===== src/rtl/fetch_stage_pkg.sv =====
// fetch_stage_pkg: shared constants and types for the instruction-fetch stage.
//   RESET_PC    - PC loaded on reset
//   NOP_INSTR   - bubble instruction placed in IF/ID when it is flushed or empty
//   fetch_state_e - fetch controller states
//   ifid_t      - one IF/ID (or skid) entry: instruction, PC+2, valid
package fetch_stage_pkg;

   localparam logic [15:0] RESET_PC  = 16'h0000;
   localparam logic [15:0] NOP_INSTR = 16'h0800;

   typedef enum logic [2:0] {
      StFetch,
      StWait,
      StDrain,
      StHold,
      StHalted
   } fetch_state_e;

   typedef struct packed {
      logic [15:0] instr;
      logic [15:0] pc_2;
      logic        valid;
   } ifid_t;

   localparam ifid_t IFID_BUBBLE = '{instr: NOP_INSTR, pc_2: 16'h0000, valid: 1'b0};

endpackage


===== src/rtl/fetch_stage_if.sv =====
// fetch_stage_if: pipeline/cache signals of the fetch stage.
//   master (fetch stage): drives imem_addr, imem_rd, IF_instr, IF_pc_2, IF_valid, fetch_busy;
//                         receives redirect, redirect_pc, stall, halt, imem_data, imem_done.
//   slave (decode/execute/cache side): the mirror image.
interface fetch_stage_if;

   logic        redirect;
   logic [15:0] redirect_pc;
   logic        stall;
   logic        halt;
   logic [15:0] imem_addr;
   logic        imem_rd;
   logic [15:0] imem_data;
   logic        imem_done;
   logic [15:0] IF_instr;
   logic [15:0] IF_pc_2;
   logic        IF_valid;
   logic        fetch_busy;

   modport master (
      input  redirect, redirect_pc, stall, halt, imem_data, imem_done,
      output imem_addr, imem_rd, IF_instr, IF_pc_2, IF_valid, fetch_busy
   );

   modport slave (
      output redirect, redirect_pc, stall, halt, imem_data, imem_done,
      input  imem_addr, imem_rd, IF_instr, IF_pc_2, IF_valid, fetch_busy
   );

endinterface


===== src/rtl/fetch_stage_cla16.sv =====
// fetch_stage_cla16: 16-bit carry-lookahead adder (four 4-bit groups, lookahead across groups).
//   a, b  in  16  operands
//   cin   in  1   carry in
//   sign  in  1   1: ovf reports signed overflow, 0: ovf reports unsigned carry out
//   sum   out 16  a + b + cin, modulo 2^16
//   cout  out 1   carry out of bit 15
//   ovf   out 1   overflow per sign
module fetch_stage_cla16 (
   input  logic [15:0] a,
   input  logic [15:0] b,
   input  logic        cin,
   input  logic        sign,
   output logic [15:0] sum,
   output logic        cout,
   output logic        ovf
);

   logic [15:0] g;
   logic [15:0] p;
   logic [16:0] c;
   logic [3:0]  grp_g;
   logic [3:0]  grp_p;
   logic [4:0]  grp_c;

   always_comb begin
      g = a & b;
      p = a ^ b;
      for (int k = 0; k < 4; k++) begin
         grp_g[k] = g[4*k+3]
                  | (p[4*k+3] & g[4*k+2])
                  | (p[4*k+3] & p[4*k+2] & g[4*k+1])
                  | (p[4*k+3] & p[4*k+2] & p[4*k+1] & g[4*k]);
         grp_p[k] = &p[4*k +: 4];
      end
      grp_c[0] = cin;
      for (int k = 0; k < 4; k++) begin
         grp_c[k+1] = grp_g[k] | (grp_p[k] & grp_c[k]);
      end
      c = '0;
      for (int k = 0; k < 4; k++) begin
         c[4*k] = grp_c[k];
         for (int j = 0; j < 3; j++) begin
            c[4*k+j+1] = g[4*k+j] | (p[4*k+j] & c[4*k+j]);
         end
      end
      c[16] = grp_c[4];
   end

   assign sum  = p ^ c[15:0];
   assign cout = c[16];
   assign ovf  = sign ? (c[16] ^ c[15]) : c[16];

endmodule


===== src/rtl/fetch_stage.sv =====
// fetch_stage: instruction fetch with IF/ID register, one-entry skid buffer and redirect/halt.
//   clk  in  system clock (rising edge)
//   rst  in  asynchronous active-high reset
//   bus  fetch_stage_if.master: redirect/redirect_pc, stall, halt from the pipeline;
//        imem_addr/imem_rd/imem_data/imem_done to the I-cache; IF_instr/IF_pc_2/IF_valid
//        to decode; fetch_busy high while a miss is outstanding (WAIT or DRAIN).
module fetch_stage
   import fetch_stage_pkg::*;
(
   input logic           clk,
   input logic           rst,
   fetch_stage_if.master bus
);

   fetch_state_e state_q, state_d;
   logic [15:0]  pc_q, pc_d;
   logic [15:0]  redir_pc_q, redir_pc_d;
   logic         drain_halt_q, drain_halt_d;
   ifid_t        ifid_q, ifid_d;
   ifid_t        skid_q, skid_d;

   logic [15:0]  pc_2;
   logic         unused_cout;
   logic         unused_ovf;
   logic         ifid_free;
   logic         imem_rd;
   ifid_t        fetched;

   fetch_stage_cla16 u_pc_add (
      .a    (pc_q),
      .b    (16'h0002),
      .cin  (1'b0),
      .sign (1'b0),
      .sum  (pc_2),
      .cout (unused_cout),
      .ovf  (unused_ovf)
   );

   always_comb begin
      ifid_free    = !bus.stall || !ifid_q.valid;
      fetched      = '{instr: bus.imem_data, pc_2: pc_2, valid: 1'b1};
      state_d      = state_q;
      pc_d         = pc_q;
      redir_pc_d   = redir_pc_q;
      drain_halt_d = drain_halt_q;
      ifid_d       = ifid_q;
      skid_d       = skid_q;
      imem_rd      = 1'b0;

      unique case (state_q)
         StFetch: begin
            // A redirect or halt would discard the returned word, so no request is made.
            imem_rd = ifid_free && !bus.redirect && !bus.halt;
            if (bus.redirect) begin
               pc_d   = bus.redirect_pc;
               ifid_d = IFID_BUBBLE;
               skid_d = IFID_BUBBLE;
            end else if (bus.halt) begin
               state_d = StHalted;
            end else if (bus.imem_done && ifid_free) begin
               ifid_d = fetched;
               pc_d   = pc_2;
            end else begin
               // Also covers a stalled, full IF/ID: the request is issued from WAIT so the
               // word can land in the skid buffer.
               if (ifid_free) ifid_d = IFID_BUBBLE;
               state_d = StWait;
            end
         end
         StWait: begin
            imem_rd = 1'b1;
            if (bus.redirect || bus.halt) begin
               if (bus.redirect) ifid_d = IFID_BUBBLE;
               if (bus.imem_done) begin
                  // Miss finished this very cycle: nothing left to drain.
                  if (bus.redirect) begin
                     pc_d    = bus.redirect_pc;
                     state_d = StFetch;
                  end else begin
                     state_d = StHalted;
                  end
               end else begin
                  redir_pc_d   = bus.redirect_pc;
                  drain_halt_d = !bus.redirect;
                  state_d      = StDrain;
               end
            end else if (bus.imem_done) begin
               pc_d = pc_2;
               if (ifid_free) begin
                  ifid_d  = fetched;
                  state_d = StFetch;
               end else begin
                  skid_d  = fetched;
                  state_d = StHold;
               end
            end else if (ifid_free) begin
               ifid_d = IFID_BUBBLE;
            end
         end
         StDrain: begin
            // Keep the abandoned request alive until the cache completes it.
            imem_rd = 1'b1;
            if (bus.redirect) begin
               redir_pc_d   = bus.redirect_pc;
               drain_halt_d = 1'b0;
               ifid_d       = IFID_BUBBLE;
            end
            if (bus.imem_done) begin
               if (drain_halt_d) begin
                  state_d = StHalted;
               end else begin
                  pc_d    = redir_pc_d;
                  state_d = StFetch;
               end
            end
         end
         StHold: begin
            if (bus.redirect) begin
               pc_d    = bus.redirect_pc;
               ifid_d  = IFID_BUBBLE;
               skid_d  = IFID_BUBBLE;
               state_d = StFetch;
            end else if (bus.halt) begin
               skid_d  = IFID_BUBBLE;
               state_d = StHalted;
            end else if (!bus.stall) begin
               ifid_d  = skid_q;
               skid_d  = IFID_BUBBLE;
               state_d = StFetch;
            end
         end
         StHalted: begin
            if (bus.redirect) begin
               pc_d    = bus.redirect_pc;
               ifid_d  = IFID_BUBBLE;
               skid_d  = IFID_BUBBLE;
               state_d = StFetch;
            end
         end
         default: begin
            state_d = StFetch;
         end
      endcase
   end

   always_ff @(posedge clk or posedge rst) begin
      if (rst) begin
         state_q      <= StFetch;
         pc_q         <= RESET_PC;
         redir_pc_q   <= RESET_PC;
         drain_halt_q <= 1'b0;
         ifid_q       <= IFID_BUBBLE;
         skid_q       <= IFID_BUBBLE;
      end else begin
         state_q      <= state_d;
         pc_q         <= pc_d;
         redir_pc_q   <= redir_pc_d;
         drain_halt_q <= drain_halt_d;
         ifid_q       <= ifid_d;
         skid_q       <= skid_d;
      end
   end

   assign bus.imem_addr  = pc_q;
   assign bus.imem_rd    = imem_rd;
   assign bus.IF_instr   = ifid_q.instr;
   assign bus.IF_pc_2    = ifid_q.pc_2;
   assign bus.IF_valid   = ifid_q.valid;
   assign bus.fetch_busy = (state_q == StWait) || (state_q == StDrain);

endmodule


===== src/flat_wrapper.sv =====
// flat-port wrapper written by rule: the top's interface ports become plain ports
module fetch_stage_flat import fetch_stage_pkg::*;
  (clk, rst, bus_redirect, bus_redirect_pc, bus_stall, bus_halt, bus_imem_data, bus_imem_done, bus_imem_addr, bus_imem_rd, bus_IF_instr, bus_IF_pc_2, bus_IF_valid, bus_fetch_busy);
  fetch_stage_if bus_i ();
  input logic clk;
  input logic rst;
  input wire logic [$bits(bus_i.redirect)-1:0] bus_redirect;
  input wire logic [$bits(bus_i.redirect_pc)-1:0] bus_redirect_pc;
  input wire logic [$bits(bus_i.stall)-1:0] bus_stall;
  input wire logic [$bits(bus_i.halt)-1:0] bus_halt;
  input wire logic [$bits(bus_i.imem_data)-1:0] bus_imem_data;
  input wire logic [$bits(bus_i.imem_done)-1:0] bus_imem_done;
  output wire logic [$bits(bus_i.imem_addr)-1:0] bus_imem_addr;
  output wire logic [$bits(bus_i.imem_rd)-1:0] bus_imem_rd;
  output wire logic [$bits(bus_i.IF_instr)-1:0] bus_IF_instr;
  output wire logic [$bits(bus_i.IF_pc_2)-1:0] bus_IF_pc_2;
  output wire logic [$bits(bus_i.IF_valid)-1:0] bus_IF_valid;
  output wire logic [$bits(bus_i.fetch_busy)-1:0] bus_fetch_busy;
  assign bus_i.redirect = bus_redirect;
  assign bus_i.redirect_pc = bus_redirect_pc;
  assign bus_i.stall = bus_stall;
  assign bus_i.halt = bus_halt;
  assign bus_i.imem_data = bus_imem_data;
  assign bus_i.imem_done = bus_imem_done;
  assign bus_imem_addr = bus_i.imem_addr;
  assign bus_imem_rd = bus_i.imem_rd;
  assign bus_IF_instr = bus_i.IF_instr;
  assign bus_IF_pc_2 = bus_i.IF_pc_2;
  assign bus_IF_valid = bus_i.IF_valid;
  assign bus_fetch_busy = bus_i.fetch_busy;
  fetch_stage u_core (.clk(clk), .rst(rst), .bus(bus_i));
endmodule

===== config.mk =====
export PLATFORM = sky130hd
export DESIGN_NAME = fetch_stage_flat
export DESIGN_NICKNAME = d
export VERILOG_FILES = /design/src/rtl/fetch_stage_pkg.sv /design/src/rtl/fetch_stage_if.sv /design/src/rtl/fetch_stage_cla16.sv /design/src/rtl/fetch_stage.sv /design/src/flat_wrapper.sv
export SDC_FILE = /design/constraint.sdc
export NUM_CORES = 1
export LEC_CHECK = 0
export ABC_AREA = 1
export BUFFER_PORTS_ARGS = -buffer_cell sky130_fd_sc_hd__buf_2
export CAP_MARGIN = 20
export CORE_ASPECT_RATIO = 2
export CORE_MARGIN = 1
export CORE_UTILIZATION = 45
export CTS_CLUSTER_SIZE = 16
export DETAILED_ROUTE_END_ITERATION = 8
export PLACE_DENSITY = 0.64
export SETUP_SLACK_MARGIN = 0.4
export SYNTH_ARGS = -nofsm -noshare
export SYNTH_HDL_FRONTEND = slang
export SYNTH_SLANG_ARGS = --single-unit

===== constraint.sdc =====
create_clock -name clk -period 2.75 [get_ports clk]
set_input_delay 0.1375 -clock clk [delete_from_list [all_inputs] [get_ports clk]]
set_output_delay 0.1375 -clock clk [all_outputs]
set_load 0.02 [all_outputs]

==> flow_summary_export.csv <==
group,metric,value,unit
critical_path,cp-end-kind,"register",
cts,htree_levels,3,
yosys,synthTopCellsByArea,"dfrtp_1 31%, nand2_1 28%, nand3_1 12%, nor2_1 5.2%, o21ai_0 3.9%",
run,maxCapViolCount,0,
sta,layout_min_cycle_time,2.175,ns
yosys,ys_seq_elements,102,
detailed_routing,route.detailed.drc,0,
layout,utilization,52.52,%
layout,area_growth,13.19,%
power,powerDensity,1035,nW/um2
place,place_congestion,0.9060,
yosys,yosys.area.top_type,"dfrtp_1",
place,pre_cts_ws,0.5165,ns
detailed_routing,drtPass1Iterations,5,
detailed_routing,routed_via_density,5.595,
layout,n_antenna_cell,0,
detailed_routing,vias,9115,
global_route,grt_pass1_wl,45.06,mm
yosys,postSynth.asyncResetShare,100.0,%
critical_path,crit_fanout,5,
hold_path,min_path_type,"in -> reg",
floorplanning,row_count,68,
sta,fin_ws,0.5749,ns
floorplanning,ioPinCount,89,
yosys,synth.distinct_cells,34,
floorplanning,die_h,191.2,um
sta,fin_skew,0.01035,ns
sta,finalHoldViolCount,0,
yosys,synth_area_per_cell,5.974,um2
yosys,synth_top_area_share,31.08,%
outcome,status,"complete, no violations",
layout,layout.nets,1463,
sta,timing.hold.ws,0.007166,ns
cts,cts_buffer_depth,2,
power,leakage,4.847,nW
critical_path,crit_type,"reg -> reg",
critical_path,critical_path.cell_chain,"nand4_1 > nor3_2 > buf_4 > ha_1 > ha_1 > ha_1 > inv_1 > nand2_1 > nand2_1 > o21ai_1 > nand2_1 > nand3b_1 > nand2_1 > nand2_1",
place,port_buffers,88,
floorplanning,core-area,17360,um2
critical_path,cp_slowest_cell,"dfrtp_2",
yosys,synth_nets,1396,
sta,setup-tns-final,0,ns
cts,clock-root-buffer,"clkbuf_16",
sta,relSlewSlack,42.11,%
detailed_routing,wire_per_inst,17.26,um
yosys,ys_warn_count,0,
yosys,synth-edff-count,0,
yosys,syn_area,8053,um2
sta,fmax,0.4598,GHz
sta,rsz0062_at_grt,"true",
cts,clkLatencyLatePin,0.36,ns
place,dp_hpwl,18.96,mm
global_route,antenna_found_initial,0,
floorplanning,start_util,46.40,%
floorplanning,dieArea,18470,um2
critical_path,cp-start-kind,"register",
critical_path,max_stage_delay,0.42,ns
global_route,grt_max_degree,73,
cts,clkSlewWorstSetupHoldPaths,0.07,ns
detailed_routing,drtIter0Drc,781,
global_route,track_usage,32.03,%
floorplanning,die_w,96.59,um
yosys,ys_seq_area_share,31.73,%
critical_path,crit_arrival,2.48,ns
global_route,grt_pass1_vias,8642,
yosys,yosys.cell_count.top_type,"nand2_1",
detailed_routing,wirelength,28.11,mm
yosys,dominantRegCellSynth,"dfrtp_1",
yosys,synth_cells,1348,
power,vdd_drop_max,0.5685,mV
critical_path,crit_path_frequent_cell,"nand2_1",
global_route,overflow,0,
sta,setup_violations,0,
yosys,synth_commonest_cells,"592 x nand2_1, 186 x nand3_1, 112 x nor2_1",
cts,cts_tree,"done",
detailed_routing,drtAntennaViolNets,0,
sta,drv_slew,0,
sta,worstMarginPinSlew,0.8682,ns
layout,drive_gt1_share,13.53,%
critical_path,cp.required,3.05,ns
critical_path,r2r_slack,0.57,ns
sta,period_share,79.09,%
cts,clock_sinks,102,
cts,cts-buffers-inserted,9,
## metal layers
layer / global-route usage [%] / vias up / routed length (um)
met3: 3.142 / 72 / 1559
met5: 0 / - / 0
met4: 15.44 / 0 / 1081
li1: - / 4421 / -
met1: 38.62 / 4251 / 11280
met2: 55.44 / 371 / 14190
## state kept, by name, indices dropped and copies added (netlist names)
| signal | cells |
|---|---|
| u_core.skid_q | 33 |
| u_core.bus.imem_addr | 16 |
| u_core.redir_pc_q | 16 |
| u_core.drain_halt_q | 1 |
| u_core.bus.IF_valid | 1 |
| u_core.bus.IF_pc_2 | 16 |
| u_core.bus.IF_instr | 16 |
| u_core.state_q | 3 |
## power breakdown
part           total [mW]  leakage [nW]  internal [mW]  switching [mW]
combinational        5.35          3.37           1.69            3.67
clock                1.37         0.133          0.728           0.638
sequential           2.71          1.34           2.13           0.588
total                9.43          4.85           4.54            4.89
## cell type report
class | instances | area (um2)
inverter | 86 | 326.6
timing repair buffer | 141 | 918.4
sequential | 102 | 2557
fill | 1796 | 8242
multi-input combinational | 1075 | 4751
clock buffer | 10 | 239.0
clock inverter | 5 | 60.06
tap | 210 | 262.8
## logic make-up after synthesis
group | Yosys count | synth area share (%)
adder cells (fa/ha/maj) | 10 | 1.554
flip-flops | 102 | 31.73
AO/OA/AOI/OAI | 134 | 9.028
buffers and inverters | 171 | 9.431
AND/OR/NAND/NOR | 931 | 48.26
## cells in the final DEF (no fill, tap or decap), types with 3 or more instances in the layout
cell	netlist	final
nand2_1	592	592
nand3_1	186	186
nor2_1	112	111
dfrtp_1	100	98
buf_2	43	87
inv_1	79	76
o21ai_0	62	61
buf_4	15	47
a21oi_1	43	43
nand3b_1	12	12
o211ai_1	10	10
ha_1	10	10
clkbuf_16	0	9
inv_2	5	7
o22ai_1	6	6
o21ai_1	5	6
nand2_2	6	6
nor3_1	8	6
buf_12	0	6
nor2_2	4	5
clkinvlp_4	0	5
o21bai_1	3	3
nor2_4	3	3
## final timing paths
kind	end	startpoint	depth (start not counted)
min in group asynchronous	u_core.bus.IF_pc_2[3]$_DFFE_PP0P_	rst	3
max	u_core.bus.imem_addr[15]$_DFFE_PP0P_	u_core.bus.imem_addr[5]$_DFFE_PP0P_	14
min	u_core.redir_pc_q[7]$_DFFE_PP0P_	bus_redirect_pc[7]	3
max in group asynchronous	u_core.skid_q[28]$_DFFE_PP1P_	rst	4
min reg2reg	u_core.skid_q[28]$_DFFE_PP1P_	u_core.skid_q[28]$_DFFE_PP1P_	2
max reg2reg	u_core.bus.imem_addr[15]$_DFFE_PP0P_	u_core.bus.imem_addr[5]$_DFFE_PP0P_	14
## stage by stage
| stage | power, mW | cell area, um2 | instances |
|---|---|---|---|
| floorplan | 6.148 | 8056 | 1348 |
| global placement | 7.886 | 8733 | 1605 |
| detailed placement | 7.955 | 8733 | 1605 |
| CTS | 9.336 | 9042 | 1621 |
| global route | 10.14 | 9115 | 1629 |
| finish | 9.434 | 9115 | 1629 |
## critical path: cells and delay by family (launching register included)
kind | cells | cell delay, ns
adder cells (fa/ha/maj) | 3 | 0.44
AND/OR/NAND/NOR | 8 | 0.94
flip-flops | 1 | 0.42
buffers and inverters | 2 | 0.20
AO/OA/AOI/OAI | 1 | 0.12
## timing repair
action | CTS | global route
hold buffers | 1 | 0
setup endpoints to repair | 0 | 11
buffers inserted | 0 | 8
resized for setup | 0 | 6
endpoints found under the hold margin | 19 | 0
Power figures use the tool's default switching activity.
